**src/rtl/upa2_mc_if.sv**
```systemverilog
// Request/result bus for the multi-channel a2 update block.
// master drives requests and consumes results; slave is the update block.
interface upa2_mc_if #(
    parameter int CH_W = 2
) ();
    logic            in_valid;
    logic            in_ready;
    logic [CH_W-1:0] in_ch;
    logic            in_init;
    logic            pk0;
    logic            pk1;
    logic            pk2;
    logic            sigpk;
    logic [15:0]     a1;
    logic            out_valid;
    logic            out_ready;
    logic [CH_W-1:0] out_ch;
    logic [15:0]     a2p;

    modport master (
        output in_valid, in_ch, in_init, pk0, pk1, pk2, sigpk, a1, out_ready,
        input  in_ready, out_valid, out_ch, a2p
    );

    modport slave (
        input  in_valid, in_ch, in_init, pk0, pk1, pk2, sigpk, a1, out_ready,
        output in_ready, out_valid, out_ch, a2p
    );
endinterface

```
**src/rtl/upa2_mc.sv**
```systemverilog
// Multi-channel G.726 a2 predictor-coefficient update (UPA2 + LIMC).
// Stage 1 registers the channel, init flag and gradient term UGA2.
// Stage 2 reads the channel's a2, applies gradient and leakage, limits,
// writes the store back and presents the result.
module upa2_mc #(
    parameter int          CHANNELS    = 4,
    parameter int          CH_W        = 2,
    parameter bit          LIMIT_EN    = 1'b1,
    parameter logic [15:0] A2_MIN      = 16'hD000,
    parameter logic [15:0] A2_MAX      = 16'h3000,
    parameter int          SCAN_CHAINS = 5
) (
    input  logic                   clk,
    input  logic                   reset,
    upa2_mc_if.slave               bus,
    input  logic                   scan_enable,
    input  logic                   test_mode,
    input  logic [SCAN_CHAINS-1:0] scan_in,
    output logic [SCAN_CHAINS-1:0] scan_out
);

    localparam logic [CH_W:0] CH_LIMIT = CHANNELS[CH_W:0];

    // Pipeline state
    logic            s1_valid_q, s1_valid_d;
    logic [CH_W-1:0] s1_ch_q,    s1_ch_d;
    logic            s1_init_q,  s1_init_d;
    logic [15:0]     s1_uga2_q,  s1_uga2_d;
    logic            out_valid_q, out_valid_d;
    logic [CH_W-1:0] out_ch_q,    out_ch_d;
    logic [15:0]     a2p_q,       a2p_d;
    logic [15:0]     store_q [CHANNELS];
    logic [15:0]     store_d [CHANNELS];

    // Combinational datapath
    logic        advance;
    logic        pks1, pks2;
    logic [15:0] a1s;
    logic [16:0] uga2a, fa1, fa, uga2b;
    logic [15:0] uga2_in;
    logic        s1_in_range;
    logic [15:0] a2_rd, ula2, ua2, a2t, a2_lim, a2p_new;

    // The whole pipeline moves together unless a result is waiting to be taken.
    assign advance      = ~out_valid_q | bus.out_ready;
    assign bus.in_ready = advance;
    assign bus.out_valid = out_valid_q;
    assign bus.out_ch    = out_ch_q;
    assign bus.a2p       = a2p_q;

    // Scan chains are stitched at DFT insertion; the RTL view is inert.
    assign scan_out = '0;

    logic unused_bits;
    assign unused_bits = ^{scan_enable, test_mode, scan_in, uga2b[6:0], a1s[15]};

    // Stage-1 gradient term UGA2 from sign correlations and the clipped a1.
    // NOTE: every always_comb output gets a value on every path (defaults or
    // full if/else), otherwise synthesis infers a latch.
    always_comb begin
        pks1 = bus.pk0 ^ bus.pk1;
        pks2 = bus.pk0 ^ bus.pk2;
        uga2a = pks2 ? 17'h1C000 : 17'h04000;
        if ($signed(bus.a1) > $signed(16'h1FFF)) begin
            a1s = 16'h1FFF;
        end else if ($signed(bus.a1) < $signed(16'hE001)) begin
            a1s = 16'hE001;
        end else begin
            a1s = bus.a1;
        end
        // a1s fits in 14 bits plus sign, so 4*a1s is exact in 17 bits.
        fa1   = {a1s[14:0], 2'b00};
        fa    = pks1 ? fa1 : 17'h0 - fa1;
        uga2b = uga2a + fa;
        uga2_in = bus.sigpk ? 16'h0000 : {{6{uga2b[16]}}, uga2b[16:7]};
    end

    // Stage-2 coefficient update: a2 + UGA2 - (a2 >>> 7), then limit.
    always_comb begin
        s1_in_range = ({1'b0, s1_ch_q} < CH_LIMIT);
        a2_rd  = s1_in_range ? store_q[s1_ch_q] : 16'h0000;
        ula2   = 16'h0000 - {{7{a2_rd[15]}}, a2_rd[15:7]};
        ua2    = s1_uga2_q + ula2;
        a2t    = a2_rd + ua2;
        a2_lim = a2t;
        if (LIMIT_EN) begin
            if ($signed(a2t) > $signed(A2_MAX)) begin
                a2_lim = A2_MAX;
            end else if ($signed(a2t) < $signed(A2_MIN)) begin
                a2_lim = A2_MIN;
            end
        end
        a2p_new = (s1_init_q || !s1_in_range) ? 16'h0000 : a2_lim;
    end

    // Next-state: hold everything on stall, otherwise shift both stages.
    always_comb begin
        s1_valid_d  = s1_valid_q;
        s1_ch_d     = s1_ch_q;
        s1_init_d   = s1_init_q;
        s1_uga2_d   = s1_uga2_q;
        out_valid_d = out_valid_q;
        out_ch_d    = out_ch_q;
        a2p_d       = a2p_q;
        store_d     = store_q;
        if (advance) begin
            s1_valid_d = bus.in_valid;
            if (bus.in_valid) begin
                s1_ch_d   = bus.in_ch;
                s1_init_d = bus.in_init;
                s1_uga2_d = uga2_in;
            end
            out_valid_d = s1_valid_q;
            if (s1_valid_q) begin
                out_ch_d = s1_ch_q;
                a2p_d    = a2p_new;
                // The write lands before the next stage-2 read, so a
                // same-channel follower sees this result without forwarding.
                if (s1_in_range) begin
                    store_d[s1_ch_q] = a2p_new;
                end
            end
        end
    end

    // State registers with asynchronous active-low reset.
    // NOTE: sequential state uses non-blocking assignments only, so every
    // flop samples pre-edge values regardless of statement order.
    always_ff @(posedge clk or negedge reset) begin
        if (!reset) begin
            s1_valid_q  <= 1'b0;
            s1_ch_q     <= '0;
            s1_init_q   <= 1'b0;
            s1_uga2_q   <= '0;
            out_valid_q <= 1'b0;
            out_ch_q    <= '0;
            a2p_q       <= '0;
            // NOTE: the coefficient store is a small register file and must
            // come up at zero like a codec reset, so it is reset explicitly
            // rather than mapped to an uninitialised RAM.
            for (int i = 0; i < CHANNELS; i++) begin
                store_q[i] <= '0;
            end
        end else begin
            s1_valid_q  <= s1_valid_d;
            s1_ch_q     <= s1_ch_d;
            s1_init_q   <= s1_init_d;
            s1_uga2_q   <= s1_uga2_d;
            out_valid_q <= out_valid_d;
            out_ch_q    <= out_ch_d;
            a2p_q       <= a2p_d;
            store_q     <= store_d;
        end
    end

endmodule

```
**src/flat_wrapper.sv**
```systemverilog
// flat-port wrapper written by rule: the top's interface ports become plain ports
module upa2_mc_flat 
#(
    parameter int          CHANNELS    = 4,
    parameter int          CH_W        = 2,
    parameter bit          LIMIT_EN    = 1'b1,
    parameter logic [15:0] A2_MIN      = 16'hD000,
    parameter logic [15:0] A2_MAX      = 16'h3000,
    parameter int          SCAN_CHAINS = 5
)
  (clk, reset, scan_enable, test_mode, scan_in, scan_out, bus_in_valid, bus_in_ch, bus_in_init, bus_pk0, bus_pk1, bus_pk2, bus_sigpk, bus_a1, bus_out_ready, bus_in_ready, bus_out_valid, bus_out_ch, bus_a2p);
  upa2_mc_if #(.CH_W(CH_W)) bus_i ();
  input  logic clk;
  input  logic reset;
  input  logic scan_enable;
  input  logic test_mode;
  input  logic [SCAN_CHAINS-1:0] scan_in;
  output logic [SCAN_CHAINS-1:0] scan_out;
  input wire logic [$bits(bus_i.in_valid)-1:0] bus_in_valid;
  input wire logic [$bits(bus_i.in_ch)-1:0] bus_in_ch;
  input wire logic [$bits(bus_i.in_init)-1:0] bus_in_init;
  input wire logic [$bits(bus_i.pk0)-1:0] bus_pk0;
  input wire logic [$bits(bus_i.pk1)-1:0] bus_pk1;
  input wire logic [$bits(bus_i.pk2)-1:0] bus_pk2;
  input wire logic [$bits(bus_i.sigpk)-1:0] bus_sigpk;
  input wire logic [$bits(bus_i.a1)-1:0] bus_a1;
  input wire logic [$bits(bus_i.out_ready)-1:0] bus_out_ready;
  output wire logic [$bits(bus_i.in_ready)-1:0] bus_in_ready;
  output wire logic [$bits(bus_i.out_valid)-1:0] bus_out_valid;
  output wire logic [$bits(bus_i.out_ch)-1:0] bus_out_ch;
  output wire logic [$bits(bus_i.a2p)-1:0] bus_a2p;
  assign bus_i.in_valid = bus_in_valid;
  assign bus_i.in_ch = bus_in_ch;
  assign bus_i.in_init = bus_in_init;
  assign bus_i.pk0 = bus_pk0;
  assign bus_i.pk1 = bus_pk1;
  assign bus_i.pk2 = bus_pk2;
  assign bus_i.sigpk = bus_sigpk;
  assign bus_i.a1 = bus_a1;
  assign bus_i.out_ready = bus_out_ready;
  assign bus_in_ready = bus_i.in_ready;
  assign bus_out_valid = bus_i.out_valid;
  assign bus_out_ch = bus_i.out_ch;
  assign bus_a2p = bus_i.a2p;
  upa2_mc #(.CHANNELS(CHANNELS), .CH_W(CH_W), .LIMIT_EN(LIMIT_EN), .A2_MIN(A2_MIN), .A2_MAX(A2_MAX), .SCAN_CHAINS(SCAN_CHAINS)) u_core (.clk(clk), .reset(reset), .bus(bus_i), .scan_enable(scan_enable), .test_mode(test_mode), .scan_in(scan_in), .scan_out(scan_out));
endmodule
```
**config.mk**
```make
export PLATFORM = sky130hd
export DESIGN_NAME = upa2_mc_flat
export DESIGN_NICKNAME = d
export VERILOG_FILES = /design/src/rtl/upa2_mc_if.sv /design/src/rtl/upa2_mc.sv /design/src/flat_wrapper.sv
export SDC_FILE = /design/constraint.sdc
export NUM_CORES = 1
export LEC_CHECK = 0
export ABC_CLOCK_PERIOD_IN_PS = 15200
export CAP_MARGIN = 0
export CORE_UTILIZATION = 47
export CTS_BUF_LIST = sky130_fd_sc_hd__clkbuf_8
export CTS_CLUSTER_DIAMETER = 200
export DETAILED_ROUTE_END_ITERATION = 8
export HOLD_SLACK_MARGIN = 0.1
export MAX_ROUTING_LAYER = met4
export PLACE_DENSITY_LB_ADDON = 0.1
export SKIP_CTS_REPAIR_TIMING = 1
export SYNTH_ARGS = -nofsm -noshare
export SYNTH_HDL_FRONTEND = slang
export SYNTH_SLANG_ARGS = --single-unit
```
**constraint.sdc**
```tcl
create_clock -name clk -period 15.2 [get_ports clk]
set_input_delay 2.28 -clock clk [delete_from_list [all_inputs] [get_ports clk]]
set_output_delay 2.28 -clock clk [all_outputs]
set_load 0.05 [all_outputs]
```
==> metrics.md, run 1 <==
| Metric | Value |
|---|---|
| Status | `completed` |
| Final setup violation count | `0` |
| H-tree depth | `3` |
| Origin of the worst setup path | `u_core.s1_ch_q[0]` |
| Mapped Area | `6040 um2` |
| Core area | `12600 um2` |
| Cells after synthesis | `570` |
| Area Overhead vs Synth | `12.3%` |
| Ports | `59` |
| Ratio of cells with drive above 1 in the final layout | `9.42%` |
| Worst-skew pair later-pin latency | `0.38 ns` |
| Total Negative Setup Slacks | `0 ns` |
| Row count | `41` |
| DP HPWL | `10.2 mm` |
| CP max FO | `60` |
| Routed WL | `14.6 mm` |
| Initial antenna violation count | `0` |
| Yosys reg bits | `97` |
| CP required | `15.52 ns` |
| DIE AREA | `13300 um2` |
| Vias per inst | `6.05` |
| M3 GR Usage | `4.96%` |
| Hold_sp | `u_core.store_q[46]` |
| Largest net degree at the start of global routing | `85` |
| Final instance area | `6780 um2` |
| Slowest stage delay, CP | `0.80 ns` |
| Crit start category | `flop` |
| Crit path capture type | `flop` |
| Placer Congestion | `0.888` |
| Routed WL per cell | `18.8 um` |
| Syn. warnings | `0` |
| Total Routing Usage GR | `24.3%` |
| Die width | `115 um` |
| CTS Buf Count | `9` |
| Die Ht | `115 um` |
| Sequential share of the synthesized area | `40.2%` |
| Setup CP Type | `flop to flop` |
| Pins Over Slew Limit | `0` |
| Async SR Flop Fraction | `100%` |
| Initial DRT Pass Iterations | `4` |
| Area leader, netlist | `dfrtp_1` |
| Cell variety after synth | `61` |
| GR Util met1 | `31.3%` |
| Critical path arrival | `7.01 ns` |
| Placed cell count | `761` |
| Avg Synthesized Cell Area | `10.6 um2` |
| Total gr overflow | `0` |
| Clk slew on worst S/H paths | `0.09 ns` |
| Slew headroom | `29.3%` |
| Top cells by count, synth | `dfrtp_1, inv_1, nor2_1` |
| Layout Nets | `666` |
| Reg2Reg Launch Point | `u_core.s1_ch_q[0]` |
| Clk buf depth | `2` |
| Number of global-route vias before repair | `4657` |
| Maximum Capacitance Violations | `0` |
| # DRC | `0` |
| Tmin final | `6.69 ns` |
| Cell Count, Final, Fillers Out | `777` |
| Fillers | `1149` |
| Worst-margin pin slew | `1.06 ns` |
| CTS Root Buffer Type | `clkbuf_8` |
| Fmax | `150 MHz` |
| Post-synth top area share | `40.2%` |
| Reg2Reg Setup Slack | `8.51 ns` |
| Count leader, synth | `dfrtp_1` |
| Cell repeated most along the worst path | `inv_1` |
| Met2 usage | `38.7%` |
| Final count of hold timing violations | `0` |
| Area contributors post-synth | `dfrtp_1, a32o_1, fa_1, mux4_2, a22o_1` |
| GR peak layer | `met2` |
| Post-DP Area | `6580 um2` |
| First-pass GRT wire length | `23.8 mm` |
| Routed vias | `4702` |
| Final Skew | `0.00674 ns` |
| Sink Count | `97` |
| Crit-path slowest cell | `o311ai_0` |
| Min-delay worst type | `flop to flop` |
| I/O Buffers | `46` |
| Dominant synthesized flop cell | `dfrtp_1` |
| Period utilization | `44.0%` |
| Antenna viol nets, final | `0` |
| Initial core utilization | `48.1%` |
| Diode count | `0` |
| Number of synthesized flops with an enable pin | `0` |
| Initial drt markers | `349` |
| RSZ-0062 raised after global routing | `no` |
| CP Cell Sequence | `mux4_1 -> or4_4 -> nand2b_1 -> nor3_1 -> nor2_1 -> inv_1 -> fa_1 -> inv_1 -> ha_1 -> a21oi_1 -> and2_1 -> o21ai_0 -> o311ai_0 -> a21oi_2 -> or2_4 -> o22ai_4 -> buf_4 -> a32o_1` |
| CTS tree | `built` |
-- cell type report --
type	instances	area [um2]	area share, %
Clock buffer	9	124	1.83
Clock inverter	7	77.6	1.14
Inverter	50	188	2.77
Multi-Input combinational cell	386	3220	47.4
Sequential cell	97	2430	35.8
Tap cell	172	215	3.17
Timing Repair Buffer	56	533	7.86
-- cell families after synthesis --
family          count (synthesis)  synth area share [%]
compound gates                164                  21.8
xor+xnor                       21                  3.17
fa+ha+maj                      33                  8.93
buf+inv                        91                  6.77
flops                          97                  40.2
mux                            24                  7.60
other cells                     1                0.0621
simple gates                  139                  11.5
-- final timing paths --
| kind | end | cells past startpoint |
|---|---|---|
| max | u_core.store_q[10] | 18 |
| min | u_core.store_q[46] | 2 |
| max reg2reg | u_core.store_q[10] | 18 |
| min reg2reg | u_core.store_q[46] | 2 |
| max in group asynchronous | u_core.store_q[58] | 2 |
| min in group asynchronous | u_core.s1_uga2_q[7] | 1 |
-- flip-flops by register name, summed over array words and instances (netlist names) --
register,flops
u_core.s1_valid_q,1
u_core.bus.out_ch,2
u_core.bus.out_valid,1
u_core.store_q,64
u_core.s1_uga2_q,10
u_core.s1_ch_q,2
u_core.s1_init_q,1
u_core.bus.a2p,16
-- metal layers --
metal | wire length (um) | vias to the layer above
met2 | 7000 | 116
li1 | - | 2176
met1 | 6760 | 2392
met4 | 268 | 0
met5 | 0 | -
met3 | 555 | 18
-- cells in the final DEF (no fill, tap or decap), types with 10 or more instances in the layout --
master	n
dfrtp_1	97
inv_1	50
clkdlybuf4s50_1	45
nor2_1	44
a32o_1	40
nand2_1	35
a22o_1	32
o21ai_0	19
fa_1	17
a21oi_1	16
o31ai_1	16
ha_1	15
xnor2_1	14
mux4_2	13
a211oi_1	11
buf_4	11
nor3_1	10
-- critical path: cells and delay by family (launching register included) --
kind,cells,cell delay [ns]
buffers and inverters,3,0.80
DFF,1,0.74
and+or+nand+nor,6,1.78
AOI/OAI and AO/OA,6,1.70
adders and majority gates,2,0.75
muxes,1,0.78
-- per-stage QoR --
| stage | setup slack (ns) | hold WS [ns] | utilization, % |
|---|---|---|---|
| 2_1_floorplan | 9.93 | 0.443 | - |
| 3_3_place_gp | 8.73 | 0.455 | 52.4 |
| 3_5_place_dp | 8.69 | 0.466 | 52.4 |
| 4_1_cts | 8.62 | 0.486 | 54.0 |
| 5_1_grt | 8.06 | 0.500 | 54.0 |
| 6_report | 8.51 | 0.488 | 54.0 |
Power of run 1 is left out: the tool's default activity adds up to more than one toggle a clock period on the data nets, which glitch-free logic cannot reach.
==> run 2, diff against run 1 <==
--- a/config.mk
+++ b/config.mk
@@ -5,7 +5,7 @@
 export SDC_FILE = /design/constraint.sdc
 export NUM_CORES = 1
 export LEC_CHECK = 0
-export ABC_CLOCK_PERIOD_IN_PS = 15200
+export ABC_CLOCK_PERIOD_IN_PS = 6350
 export CAP_MARGIN = 0
 export CORE_UTILIZATION = 47
 export CTS_BUF_LIST = sky130_fd_sc_hd__clkbuf_8
==> constraint.sdc (replaced) <==
create_clock -name clk -period 6.35 [get_ports clk]
set_input_delay 0.9525 -clock clk [delete_from_list [all_inputs] [get_ports clk]]
set_output_delay 0.9525 -clock clk [all_outputs]
set_load 0.05 [all_outputs]
==> metrics.md, run 2 (same netlist as run 1, synthesis figures left out) <==
| Metric | Value |
|---|---|
| RSZ-0062 raised after global routing | `no` |
| Number of global-route vias before repair | `4467 (-4.1%)` |
| Status | `completed` |
| Total Routing Usage GR | `23.6% (-0.70 points)` |
| Final Skew | `0.0192 ns (+0.0125 ns)` |
| Routed vias | `4678 (-0.51%)` |
| Tmin final | `6.05 ns (-0.634 ns)` |
| Origin of the worst setup path | `u_core.s1_ch_q[1]` |
| DP HPWL | `10.1 mm (-0.78%)` |
| Worst Reg2Reg Path Length in Cells | `18 (unchanged)` |
| Antenna viol nets, final | `0 (unchanged)` |
| Critical path arrival | `6.37 ns (-0.64 ns)` |
| Ports | `59 (unchanged)` |
| CP required | `6.67 ns (-8.85 ns)` |
| Ratio of cells with drive above 1 in the final layout | `9.42% (unchanged)` |
| Diode count | `0 (unchanged)` |
| Slew headroom | `37.3% (+8.0 points)` |
| Die Ht | `115 um (unchanged)` |
| Initial DRT Pass Iterations | `5 (+1)` |
| Most frequent cells in the layout | `dfrtp_1, inv_1, clkdlybuf4s50_1` |
| # DRC | `0 (unchanged)` |
| Worst-margin pin slew | `0.938 ns (-0.123 ns)` |
| I/O Buffers | `46 (unchanged)` |
| Die width | `115 um (unchanged)` |
| Core area | `12600 um2 (unchanged)` |
| CTS Buf Count | `9 (unchanged)` |
| Final setup violation count | `0 (unchanged)` |
| CTS tree | `built` |
| Initial antenna violation count | `0 (unchanged)` |
| Crit start category | `flop` |
| Initial drt markers | `294 (-16%)` |
| Clk buf depth | `2 (unchanged)` |
| First-pass GRT wire length | `23.0 mm (-3.2%)` |
| Reg2Reg Launch Point | `u_core.s1_ch_q[1]` |
| Clk slew on worst S/H paths | `0.10 ns (about the same)` |
| Maximum Capacitance Violations | `0 (unchanged)` |
| Period utilization | `95.4% (+51 points)` |
| Commonest non-fill, non-tap cell in the layout | `dfrtp_1` |
| Total Negative Setup Slacks | `0 ns (unchanged)` |
| R2R Path End | `u_core.store_q[10]` |
| Final count of hold timing violations | `0 (unchanged)` |
| Routed WL | `14.2 mm (-2.7%)` |
| Layout Nets | `666 (unchanged)` |
| Pins Over Slew Limit | `0 (unchanged)` |
| Largest register by flop count | `u_core.store_q` |
| Row count | `41 (unchanged)` |
| CTS Root Buffer Type | `clkbuf_8` |
| Initial core utilization | `48.1% (unchanged)` |
| Reg2Reg Setup Slack | `0.30 ns (-8.22 ns)` |
| Sink Count | `97 (unchanged)` |
| Fillers | `1132 (-1.5%)` |
| CP max FO | `60 (unchanged)` |
| Cell Count, Final, Fillers Out | `777 (unchanged)` |
| Placed cell count | `761 (unchanged)` |
| Largest register FFs | `64 (unchanged)` |
| Area Overhead vs Synth | `12.5%` |
| Fmax | `165 MHz (+10%)` |
| Worst-skew pair later-pin latency | `0.39 ns (about the same)` |
| Total gr overflow | `0 (unchanged)` |
| Setup CP Type | `flop to flop` |
| Crit path to | `u_core.store_q[10]` |
| DIE AREA | `13300 um2 (unchanged)` |
| Routed WL per cell | `18.3 um (-2.7%)` |
| Vias per inst | `6.02 (-0.51%)` |
| Min-delay worst type | `primary input to async pin` |
| Largest net degree at the start of global routing | `70 (-18%)` |
| Crit path capture type | `flop` |
| Placer Congestion | `0.875 (-1.5%)` |
| H-tree depth | `3 (unchanged)` |
[run 2: cell count changes in the layout (fill, tap and decap cells not counted)]
cell        before  now
buf_12           0    1
buf_4           11   10
inv_8            1    0
inv_6            2    3
clkinvlp_4       0    1
clkinv_4         1    0
[run 2: critical path: stages, from the launching register on]
cell and delay [ns]:
dfrtp_1 0.75, mux4_1 0.52, or4_4 0.60, nand2b_1 0.22
nor3_1 0.26, nor2_1 0.11, inv_1 0.21, fa_1 0.46
inv_1 0.07, ha_1 0.28, a21oi_1 0.18, and2_1 0.20
mux2i_1 0.08, or4_1 0.67, a211o_1 0.34, o311a_1 0.34
o22ai_4 0.17, buf_12 0.28, a32o_1 0.23
[run 2: worst min-delay path by stage]
| stage | start | to | slack [ns] | depth (start not counted) |
|---|---|---|---|---|
| floorplan | u_core.store_q[30] | u_core.store_q[30] | 0.44 | 2 |
| global placement | u_core.store_q[31] | u_core.store_q[31] | 0.45 | 2 |
| detailed placement | u_core.store_q[14] | u_core.store_q[14] | 0.47 | 2 |
| CTS | reset | u_core.s1_uga2_q[8] | 0.47 | 1 |
| global route | reset | u_core.s1_uga2_q[8] | 0.49 | 1 |
| finish | reset | u_core.s1_uga2_q[8] | 0.47 | 1 |
[run 2: area by class of cell]
class | count | area, um2 | share of cell area, %
Multi-Input combinational cell | 386 | 3220 | 47.4
Sequential cell | 97 | 2430 | 35.7
Timing Repair Buffer | 56 | 546 | 8.03
Tap cell | 172 | 215 | 3.17
Inverter | 50 | 188 | 2.76
Clock buffer | 9 | 124 | 1.82
Clock inverter | 7 | 73.8 | 1.09
[run 2: routing by layer]
metal | up-vias | part of all wire, % | global-route usage [%]
met5 | - | 0 | -
met4 | 0 | 1.3 | 6.41
met3 | 18 | 3.5 | 4.22
met2 | 110 | 49 | 37.0
met1 | 2377 | 46 | 31.4
li1 | 2173 | - | -
[run 2: metrics by stage]
step                setup WS, ns  cell area, um2  hold WS (ns)  utilization, %
finish                     0.295            6790         0.471            54.0
global route              0.0606            6790         0.486            54.0
CTS                        0.297            6790         0.472            54.0
detailed placement         0.346            6590         0.466            52.5
global placement           0.469            6590         0.455            52.5
floorplan                   1.08            6050         0.443               -
Power of run 2 is left out for the same reason.
==> run 3, diff against run 2 <==
--- a/config.mk
+++ b/config.mk
@@ -7,6 +7,7 @@
 export LEC_CHECK = 0
 export ABC_CLOCK_PERIOD_IN_PS = 6350
 export CAP_MARGIN = 0
+export CORE_MARGIN = 2
 export CORE_UTILIZATION = 47
 export CTS_BUF_LIST = sky130_fd_sc_hd__clkbuf_8
 export CTS_CLUSTER_DIAMETER = 200
@@ -15,6 +16,8 @@
 export MAX_ROUTING_LAYER = met4
 export PLACE_DENSITY_LB_ADDON = 0.1
 export SKIP_CTS_REPAIR_TIMING = 1
+export SLEW_MARGIN = 20
 export SYNTH_ARGS = -nofsm -noshare
 export SYNTH_HDL_FRONTEND = slang
 export SYNTH_SLANG_ARGS = --single-unit
+export TNS_END_PERCENT = 10
==> metrics.md, run 3 (same netlist as run 1, synthesis figures left out) <==
| Metric | Value |
|---|---|
| Initial DRT Pass Iterations | `5 (unchanged)` |
| Initial core utilization | `48.1% (unchanged)` |
| Critical path arrival | `6.21 ns (-0.16 ns)` |
| Final Skew | `0.0114 ns (-0.00788 ns)` |
| Sequential Area | `2430 um2 (unchanged)` |
| Maximum Capacitance Violations | `0 (unchanged)` |
| CTS Buf Count | `9 (unchanged)` |
| Period utilization | `92.8% (-2.6 points)` |
| Pins Over Slew Limit | `0 (unchanged)` |
| Routed WL per cell | `18.4 um (+0.61%)` |
| Routed WL | `14.3 mm (+0.87%)` |
| Multi-input gate area | `3220 um2 (unchanged)` |
| Largest register FFs | `64 (unchanged)` |
| Tmin final | `5.89 ns (-0.165 ns)` |
| Vias per inst | `5.99 (-0.56%)` |
| Crit start category | `flop` |
| Die width | `117 um (+1.7%)` |
| RSZ-0062 raised after global routing | `no` |
| Diode count | `0 (unchanged)` |
| Initial antenna violation count | `0 (unchanged)` |
| First-pass GRT wire length | `24.0 mm (+4.1%)` |
| DP HPWL | `10.3 mm (+1.8%)` |
| Commonest non-fill, non-tap cell in the layout | `dfrtp_1` |
| I/O Buffers | `46 (unchanged)` |
| Total Routing Usage GR | `22.3% (-1.2 points)` |
| H-tree depth | `3 (unchanged)` |
| Initial drt markers | `350 (+19%)` |
| Clk slew on worst S/H paths | `0.10 ns (about the same)` |
| Status | `completed` |
| Number of global-route vias before repair | `4645 (+4.0%)` |
| Layout Nets | `668 (+0.30%)` |
| WHS | `0.479 ns (+0.00819 ns)` |
| # DRC | `0 (unchanged)` |
| Post-DP Area | `6610 um2 (+0.23%)` |
| Most frequent cells in the layout | `dfrtp_1, inv_1, clkdlybuf4s50_1` |
| Final count of hold timing violations | `0 (unchanged)` |
| Largest register by flop count | `u_core.store_q` |
| Row count | `41 (unchanged)` |
| Ports | `59 (unchanged)` |
| Clk buf depth | `2 (unchanged)` |
| Die Ht | `117 um (+1.7%)` |
| Total Negative Setup Slacks | `0 ns (unchanged)` |
| CTS Root Buffer Type | `clkbuf_8` |
| CTS tree | `built` |
| Antenna viol nets, final | `0 (unchanged)` |
| Slew headroom | `40.1% (+2.9 points)` |
| Routed vias | `4664 (-0.30%)` |
| CP required | `6.67 ns (about the same)` |
| Min-delay worst type | `primary input to async pin` |
| Final setup violation count | `0 (unchanged)` |
| Layout Utilization | `54.4% (+0.33 points)` |
| CP max FO | `60 (unchanged)` |
| Worst-skew pair later-pin latency | `0.39 ns (about the same)` |
| Placer Congestion | `0.902 (+3.1%)` |
| Ratio of cells with drive above 1 in the final layout | `9.72% (+0.30 points)` |
| Final instance area | `6830 um2 (+0.61%)` |
| Sink Count | `97 (unchanged)` |
| Core area | `12600 um2 (unchanged)` |
| Worst-margin pin slew | `0.895 ns (-0.0431 ns)` |
| Area Overhead vs Synth | `13.1%` |
| Setup CP Type | `flop to flop` |
| Fillers | `1122 (-0.88%)` |
| Total gr overflow | `0 (unchanged)` |
| Largest net degree at the start of global routing | `67 (-4.3%)` |
| Crit path capture type | `flop` |
| DIE AREA | `13800 um2 (+3.5%)` |
| Fmax | `170 MHz (+2.8%)` |
[run 3: changes by cell type in the layout (fill, tap and decap cells not counted), sizes merged]
cell | previous run | this run
clkinvlp | 1 | 0
buf | 11 | 13
bufinv | 1 | 2
[run 3: layer usage]
metal	global-route usage (%)	part of all wire, %
met4	5.72	1.3
met2	36.0	50
met1	29.1	45
met3	4.52	4.1
met5	-	0
[run 3: final timing paths]
| path | startpoint | end | slack, ns | cells past startpoint |
|---|---|---|---|---|
| setup / recovery | u_core.s1_ch_q[0] | u_core.store_q[11] | 0.46 | 18 |
| hold reg to reg | u_core.store_q[31] | u_core.store_q[31] | 0.48 | 2 |
| hold / removal | reset | u_core.s1_uga2_q[8] | 0.48 | 1 |
| min in group clk | u_core.store_q[31] | u_core.store_q[31] | 0.48 | 2 |
| setup reg to reg | u_core.s1_ch_q[0] | u_core.store_q[11] | 0.46 | 18 |
| max in group asynchronous | reset | u_core.bus.a2p[2] | 4.70 | 2 |
[run 3: stage by stage]
step / std cells / worst slack, ns
2_1_floorplan: 574 / 1.08
6_report: 779 / 0.460
5_1_grt: 779 / 0.108
4_1_cts: 779 / 0.456
3_5_place_dp: 763 / 0.509
3_3_place_gp: 763 / 0.555
[run 3: critical path: stages (launching register included)]
cell,delay (ns)
dfrtp_1,0.55
mux4_1,0.73
or4_4,0.60
nand2b_1,0.21
nor3_1,0.23
nor2_1,0.10
inv_1,0.20
fa_1,0.47
inv_1,0.07
ha_1,0.29
a21oi_1,0.19
and2_1,0.20
mux2i_1,0.08
or4_1,0.56
a211o_1,0.32
o311a_1,0.34
o22ai_4,0.16
buf_12,0.28
a32o_1,0.22
[run 3: area by class of cell]
cell class	instances	area share, %
clock buffer	9	1.81
tap	172	3.15
inverter	50	2.75
sequential	97	35.5
clock inverter	7	1.46
multi-input combinational	386	47.1
timing repair buffer	58	8.20
Power of run 3 is left out for the same reason.
